## config.mk

```make
export PLATFORM = sky130hd
export DESIGN_NAME = sim_run_ctrl
export DESIGN_NICKNAME = d
export VERILOG_FILES = /design/src/rtl/sim_run_ctrl.sv
export SDC_FILE = /design/constraint.sdc
export NUM_CORES = 1
export LEC_CHECK = 0
export BUFFER_PORTS_ARGS = -buffer_cell sky130_fd_sc_hd__buf_2
export CAP_MARGIN = 20
export CORE_MARGIN = 1
export CORE_UTILIZATION = 55
export DETAILED_ROUTE_END_ITERATION = 10
export MAX_ROUTING_LAYER = met4
export PLACE_DENSITY = 0.87
export SLEW_MARGIN = 20
export SYNTH_ARGS = -nofsm -noshare
export SYNTH_HDL_FRONTEND = slang
export SYNTH_SLANG_ARGS = --single-unit
```

## constraint.sdc

```tcl
create_clock -name clk -period 4.5 [get_ports clk]
set_clock_uncertainty 0.15 [all_clocks]
set_input_delay 0.9 -clock clk [delete_from_list [all_inputs] [get_ports clk]]
set_output_delay 0.9 -clock clk [all_outputs]
set_load 0.01 [all_outputs]
```

## src/rtl/sim_run_ctrl.sv

```systemverilog
// sim_run_ctrl
//   Run controller for the pipelined MIPS core. On start it holds the core in
//   reset for RST_CYCLES cycles, then enables it and counts run cycles and
//   retired instructions until halt, cycle-budget exhaustion or (optionally)
//   a PC hang ends the run. Status flags stay sticky until the next start or rst.
//
//   Optional feature: define SIM_RUN_CTRL_HANG_DETECT_EN to enable PC hang
//   detection. Without it, hung is always 0 and the pc port is unused.
//
// Ports
//   clk        in   system clock, rising edge
//   rst        in   synchronous active-high reset
//   start      in   one-cycle pulse, begins a run from IDLE or DONE
//   halt       in   core reached its halt/sentinel
//   retire     in   one instruction retired this cycle
//   pc         in   core fetch PC (hang detection only)
//   core_rst   out  active-high reset to the core
//   core_en    out  core clock enable (same as running)
//   running    out  high while in RUN
//   done       out  run finished, sticky
//   timed_out  out  run ended by the cycle budget
//   hung       out  run ended by hang detection
//   cycle_cnt  out  RUN cycles elapsed
//   retire_cnt out  instructions retired during RUN (saturating)
//
// Handshake: start and halt are single-cycle level samples, no ready/ack; start
// is only acted on in IDLE or DONE, halt and retire only in RUN.
module sim_run_ctrl #(
    parameter int ADDR_W     = 32,
    parameter int CNT_W      = 32,
    parameter int RST_CYCLES = 1,
    parameter int MAX_CYCLES = 250,
    parameter int HANG_LIMIT = 16
) (
    input  logic              clk,
    input  logic              rst,
    input  logic              start,
    input  logic              halt,
    input  logic              retire,
    input  logic [ADDR_W-1:0] pc,
    output logic              core_rst,
    output logic              core_en,
    output logic              running,
    output logic              done,
    output logic              timed_out,
    output logic              hung,
    output logic [CNT_W-1:0]  cycle_cnt,
    output logic [CNT_W-1:0]  retire_cnt
);

    typedef enum logic [1:0] {
        S_IDLE  = 2'd0,
        S_RESET = 2'd1,
        S_RUN   = 2'd2,
        S_DONE  = 2'd3
    } state_t;

    localparam int RST_W = (RST_CYCLES > 1) ? $clog2(RST_CYCLES) : 1;
    localparam logic [RST_W-1:0] RST_CNT_INIT = RST_W'(RST_CYCLES - 1);
    localparam logic [CNT_W-1:0] LAST_CYCLE   = CNT_W'(MAX_CYCLES - 1);

    state_t            state_q, state_d;
    logic [RST_W-1:0]  rst_cnt_q, rst_cnt_d;
    logic [CNT_W-1:0]  cycle_cnt_q, cycle_cnt_d;
    logic [CNT_W-1:0]  retire_cnt_q, retire_cnt_d;
    logic              done_q, done_d;
    logic              timed_out_q, timed_out_d;
    logic              hung_q, hung_d;
    logic              hang_trip;

`ifdef SIM_RUN_CTRL_HANG_DETECT_EN
    localparam int HANG_W = $clog2(HANG_LIMIT + 1);

    logic [ADDR_W-1:0] pc_q, pc_d;
    logic [HANG_W-1:0] hang_cnt_q, hang_cnt_d;
    logic [HANG_W-1:0] hang_next;

    // A cycle with an unchanged PC and no retirement is "no progress"; the
    // run trips on the cycle whose increment would hit HANG_LIMIT.
    always_comb begin
        pc_d       = pc_q;
        hang_cnt_d = hang_cnt_q;
        hang_trip  = 1'b0;
        hang_next  = hang_cnt_q + HANG_W'(1);
        if (state_q == S_RESET) begin
            pc_d       = '0;
            hang_cnt_d = '0;
        end else if (state_q == S_RUN) begin
            pc_d = pc;
            if ((pc == pc_q) && !retire) begin
                hang_cnt_d = hang_next;
                hang_trip  = (hang_next == HANG_W'(HANG_LIMIT));
            end else begin
                hang_cnt_d = '0;
            end
        end
    end

    always_ff @(posedge clk) begin
        if (rst) begin
            pc_q       <= '0;
            hang_cnt_q <= '0;
        end else begin
            pc_q       <= pc_d;
            hang_cnt_q <= hang_cnt_d;
        end
    end
`else
    logic unused_pc;
    assign unused_pc = ^pc;
    assign hang_trip = 1'b0;
`endif

    always_comb begin
        state_d      = state_q;
        rst_cnt_d    = rst_cnt_q;
        cycle_cnt_d  = cycle_cnt_q;
        retire_cnt_d = retire_cnt_q;
        done_d       = done_q;
        timed_out_d  = timed_out_q;
        hung_d       = hung_q;

        case (state_q)
            S_IDLE: begin
                if (start) begin
                    state_d   = S_RESET;
                    rst_cnt_d = RST_CNT_INIT;
                end
            end
            S_RESET: begin
                cycle_cnt_d  = '0;
                retire_cnt_d = '0;
                if (rst_cnt_q == '0) begin
                    state_d = S_RUN;
                end else begin
                    rst_cnt_d = rst_cnt_q - RST_W'(1);
                end
            end
            S_RUN: begin
                // The terminating cycle is counted too, so a timeout leaves
                // cycle_cnt equal to MAX_CYCLES.
                cycle_cnt_d = cycle_cnt_q + CNT_W'(1);
                if (retire && (retire_cnt_q != '1)) begin
                    retire_cnt_d = retire_cnt_q + CNT_W'(1);
                end
                if (halt) begin
                    state_d = S_DONE;
                    done_d  = 1'b1;
                end else if (hang_trip) begin
                    state_d = S_DONE;
                    done_d  = 1'b1;
                    hung_d  = 1'b1;
                end else if (cycle_cnt_q == LAST_CYCLE) begin
                    state_d     = S_DONE;
                    done_d      = 1'b1;
                    timed_out_d = 1'b1;
                end
            end
            S_DONE: begin
                if (start) begin
                    state_d      = S_RESET;
                    rst_cnt_d    = RST_CNT_INIT;
                    cycle_cnt_d  = '0;
                    retire_cnt_d = '0;
                    done_d       = 1'b0;
                    timed_out_d  = 1'b0;
                    hung_d       = 1'b0;
                end
            end
            default: state_d = S_IDLE;
        endcase
    end

    always_ff @(posedge clk) begin
        if (rst) begin
            state_q      <= S_IDLE;
            rst_cnt_q    <= '0;
            cycle_cnt_q  <= '0;
            retire_cnt_q <= '0;
            done_q       <= 1'b0;
            timed_out_q  <= 1'b0;
            hung_q       <= 1'b0;
        end else begin
            state_q      <= state_d;
            rst_cnt_q    <= rst_cnt_d;
            cycle_cnt_q  <= cycle_cnt_d;
            retire_cnt_q <= retire_cnt_d;
            done_q       <= done_d;
            timed_out_q  <= timed_out_d;
            hung_q       <= hung_d;
        end
    end

    // All outputs decode registered state only.
    assign core_rst   = (state_q == S_IDLE) || (state_q == S_RESET);
    assign running    = (state_q == S_RUN);
    assign core_en    = (state_q == S_RUN);
    assign done       = done_q;
    assign timed_out  = timed_out_q;
    assign hung       = hung_q;
    assign cycle_cnt  = cycle_cnt_q;
    assign retire_cnt = retire_cnt_q;

endmodule

```

Word level (Yosys, flattened, before mapping)

Index checks and enable logic that the tools add are counted.
W data, S select, Z words.

Add/subtract/negate cells: 3
$mul: 0
Div/mod/pow operators: 0
$lt $le $gt $ge: 0
Equal/unequal tests: 12
Shift operators: 0
Multiplexer cells: 17
Bitwise gates (word level): 0
Reduce and logical (&&, ||, !) cells: 13

Operators with widths:

| operator                | number |
|---|---|
| $pmux W32 S3            | 2 |
| $add A32 B1 Y32 const B | 2 |
| $mux W32                | 2 |
| $eq A32 B8 Y1 const B   | 1 |
| $ne A32 B32 Y1 const B  | 1 |
| $reduce_and A3 Y1       | 3 |
| $mux W2                 | 4 |
| $ne A2 B1 Y1 const B    | 3 |
| $ne A2 B2 Y1 const B    | 3 |
| $pmux W1 S2             | 3 |
| $pmux W2 S3             | 1 |
| $mux W1                 | 5 |
| $eq A2 B2 Y1 const B    | 2 |
| $reduce_and A2 Y1       | 2 |
| $reduce_and A4 Y1       | 1 |
| $reduce_bool A2 Y1      | 2 |
| $ne A3 B2 Y1 const B    | 1 |
| $reduce_bool A3 Y1      | 1 |
| $eq A2 B1 Y1 const B    | 1 |
| $logic_not A2 Y1        | 1 |
| $reduce_or A2 Y1        | 1 |
| $logic_and A1 B1 Y1     | 1 |
| $logic_or A1 B1 Y1      | 1 |
| $sub A1 B1 Y1 const B   | 1 |

Register bits after elaboration: 69
Latch bits: 0
Memory bits (writable): 0
Bits in read-only memories: 0
Input port bits: 37
Word-level logic and storage cells: 51
Memories: 0

Longest topological paths before layout

Depth in word-level cells: 4
Depth in mapped cells: 9
Depth with buffers taken out: 8

Worst setup path before layout

OpenSTA, ideal clock, no wires.

Path kind: in2reg
Start: input start
End: register cycle_cnt_q[30], in the netlist cycle_cnt[30]
Data arrival time: 2.105 ns
Slack: 2.117 ns
Stages: 7
Buffers on the path: 1
Cells stage by stage: nor2b_1 -> and4bb_2 -> nand3_1 -> clkbuf_1 -> nor3_1 -> xnor2_1 -> nor2_1

Word-level cells in the longest chain between the ends: 2

Ends and longest elaborated chain:

| item                               | RTL line | text |
|---|---|---|
| from (decl)                        | 37       | `input logic start,` |
| $ne A2 B2 Y1 (no source line)      | n/a      |  |
| $reduce_and A2 Y1 (no source line) | n/a      |  |
| to (signal assigned)               | 186      | `cycle_cnt_q <= cycle_cnt_d;` |
| to (decl)                          | 64       | `logic [CNT_W-1:0] cycle_cnt_q, cycle_cnt_d;` |

Every way passes these cells.
A chain may end at the register's enable or synchronous reset.

Worst setup path after layout

Start: register state_q[0]
End: register retire_cnt_q[12], in the netlist retire_cnt[12]

Word-level cells in the longest chain between the ends: 3
Elaborated cells between the ends (all ways): 8
Those cells by class: 5 x eq/ne; 1 x mux; 2 x reduce/logical

Ends and longest elaborated chain:

| item                                                  | RTL line | text |
|---|---|---|
| from (decl)                                           | 62       | `state_t state_q, state_d;` |
| from (signal assigned)                                | 184      | `state_q <= state_d;` |
| $eq A2 B2 Y1 / $eq A2 B1 Y1 (equally long branches)   | 123      | `case (state_q)` |
| $ne A2 B1 Y1 (no source line) (tied with other cells) | n/a      |  |
| $reduce_and A3 Y1 (no source line)                    | n/a      |  |
| to (signal assigned)                                  | 187      | `retire_cnt_q <= retire_cnt_d;` |
| to (decl)                                             | 65       | `logic [CNT_W-1:0] retire_cnt_q, retire_cnt_d;` |

Parallel ways exist; a longest one is shown, timed or not.

==> results.yml <==
worst_setup_path:
  crit_start: "state_q[0]"
  worstPathRequired_ns: 4.63
  path_class: "reg -> reg"
  path_cells: "ha_1, nor2b_1, or2_1, o21bai_2, buf_4, a21oi_2, nor2_1, nor2_1"
  endpoint_kind: "register"
  crit_path_max_fanout: 34
  critPathSlowestCell: "a21oi_2"
  ff2ff_setup_slack_ns: 1.58
  crit_arrival_ns: 3.05
  crit_top_cell: "nor2_1"
  startpoint_type: "register"
  reg2reg_from: "state_q[0]"
  max_stage_delay_ns: 0.76
sta:
  relSlewSlack_pct: 33.6
  finalHoldViolations: 0
  setup_tns_ns: 0
  fin_crit_sh_pct: 64.8
  tightestPinTransition_ns: 0.995
  worst_slack_ns: 1.58
  fin_crit_ns: 2.92
  setup_viol: 0
  slew_violations: 0
  rsz0062_at_grt: "false"
  fmax_ghz: 0.343
die:
  pin_count: 107
  placeableCoreArea_um2: 6030
  die_w_um: 81.8
  die_area_um2: 6690
  start_util_pct: 58.1
  rows: 28
  fp.dieH_um: 81.8
clock_network:
  clk_path_buf_depth: 2
  cts_buffers: 9
  h-tree-depth: 3
  cts_tree: "yes"
  ctsHoldBuffers: 0
  root_buffer: "clkbuf_8"
  post_cts_buffers: 0
  clock-sinks: 68
  clk_pin_slew_ns: 0.08
  cts.repair.resized: 0
  worstSkewPairLatency_ns: 0.35
power:
  vdd.ir_drop.worst_mv: 0.242
  p_leak_nw: 1.73
  power.density_nw_per_um2: 422
route:
  drt-vias-per-instance: 6.01
  wl_per_cell_um: 14.8
  route.vias.total: 3433
  drt-total-wl_um: 8470
  ant_nets: 0
  drt-pass1-iter-count: 5
  drt_first_iter_violations: 224
  drc: 0
finish:
  fin_nets: 536
  layout_commonest_cell: "buf_2"
  finalNonFillerCells: 571
  layout_common_cells: "73 x buf_2, 68 x dfxtp_1, 63 x nor2_1"
  n_antenna_cell: 0
  drive_gt1_share_pct: 22.2
  area_growth_pct: 17.5
  multi_input_area_um2: 1980
  seqCellArea_um2: 1360
  fillers: 490
global_routing:
  antenna_found_initial: 0
  grt_max_degree: 35
  grt_pass1_wl_um: 13800
  grt_use_total_pct: 27.4
  grt_pass1_vias: 3085
  gr-total-overflow: 0
flow_run:
  drv_cap: 0
logic_synthesis:
  avgSynthCellArea_um2: 8.25
  synth.distinct_cells: 57
  ys_warn_count: 0
  netlist_area_um2: 3500
  synthTopCellsByArea: "dfxtp_1 39%, nor2_1 6.8%, a21oi_1 5.6%"
  ys.flop_type: "dfxtp_1"
  synth_seq_cells: 68
  synth_top_area_share_pct: 38.9
  syn_inst: 424
  async_flop_share_pct: 0
  yosysSeqAreaShare_pct: 38.9
  synth_edf_count: 0
  synth_top_cell_by_area: "dfxtp_1"
  synth_nets: 469
run_status:
  status: "finished, final reports clean"
placement:
  portBuffers: 73
  dp_cells: 555
  pre_cts_ws_ns: 1.30
  place.gp.congestion: 0.873
  hpwl_um: 5900
worst_hold_path:
  hp-start: "retire_cnt[31]"
  hold_path_class: "reg -> reg"
[worst paths after layout]
path                                  endpoint  cells past startpoint
worst max register to register  retire_cnt[12]                      8
worst min-delay path            retire_cnt[31]                      2
worst max-delay path            retire_cnt[12]                      8
worst min register to register  retire_cnt[31]                      2
[cells by family (layout without fill, tap and decap cells)]
logic type               count (synthesis)  in the layout  share of synthesized area (%)
AO/OA/AOI/OAI                           99             99                           17.4
XOR/XNOR                                25             25                           6.26
adder cells (fa/ha/maj)                  8              8                           2.86
buffers and inverters                   33            105                           4.79
flip-flops                              68             68                           38.9
other                                    1              1                          0.107
AND/OR/NAND/NOR                        190            190                           29.6
[state kept, by name, summed over array words and instances, names as in the netlist]
| register | cells |
|---|---|
| timed_out | 1 |
| done | 1 |
| retire_cnt | 32 |
| cycle_cnt | 32 |
| state_q | 2 |
[metal layers]
metal | vias up | share of wire (%) | global-route usage (%)
met3 | 14 | 6.3 | 7.44
met2 | 134 | 49 | 44.7
met1 | 1619 | 43 | 32.7
met5 | - | 0 | -
met4 | 0 | 1.1 | 8.77
li1 | 1666 | - | -
[cell usage after synthesis, types with 6 or more instances]
cell type and number:
a31oi_1 12, xnor2_1 12, a21o_1 7, nand3_1 19, inv_1 15, a21oi_1 39
nand4_1 11, nor2_1 63, dfxtp_1 68, nor3_1 10, nand2_1 27, xor2_1 13
clkbuf_1 8, o21ai_1 7, or3_1 9, ha_1 8, and4_1 6, o21ai_0 11
and3_1 10, nor4_1 10
[power by group]
part	switching, W	internal, W	total (W)
clock network	0.000247	0.000383	0.000630
logic	0.000304	0.000149	0.000454
registers	0.0000287	0.000624	0.000653
[layout make-up]
class | count | share of cell area (%)
clock buffers | 10 | 3.35
multi-input cells | 323 | 48.1
clock inverters | 6 | 2.71
well taps | 75 | 2.28
repair buffers | 74 | 9.07
inverters | 15 | 1.37
flip-flops and latches | 68 | 33.1
[critical path: cells and delay by family (launching register included)]
family / cells / cell delay (ns)
fa+ha+maj: 1 / 0.26
flops: 1 / 0.42
simple gates: 4 / 0.92
buf+inv: 1 / 0.26
compound gates: 2 / 0.84
[through the flow]
stage / cell area [um2] / utilization, % / hold slack [ns] / total power (W)
6_report: 4110 / 68.2 / 0.333 / 0.00174
5_1_grt: 4110 / 68.2 / 0.366 / 0.00183
3_5_place_dp: 3860 / 64.1 / 0.325 / 0.00112
4_1_cts: 4110 / 68.2 / 0.335 / 0.00175
3_3_place_gp: 3860 / 64.0 / 0.316 / 0.00110
2_1_floorplan: 3500 / - / 0.341 / 0.00103
Note: power is estimated with default switching activity, not from simulation.
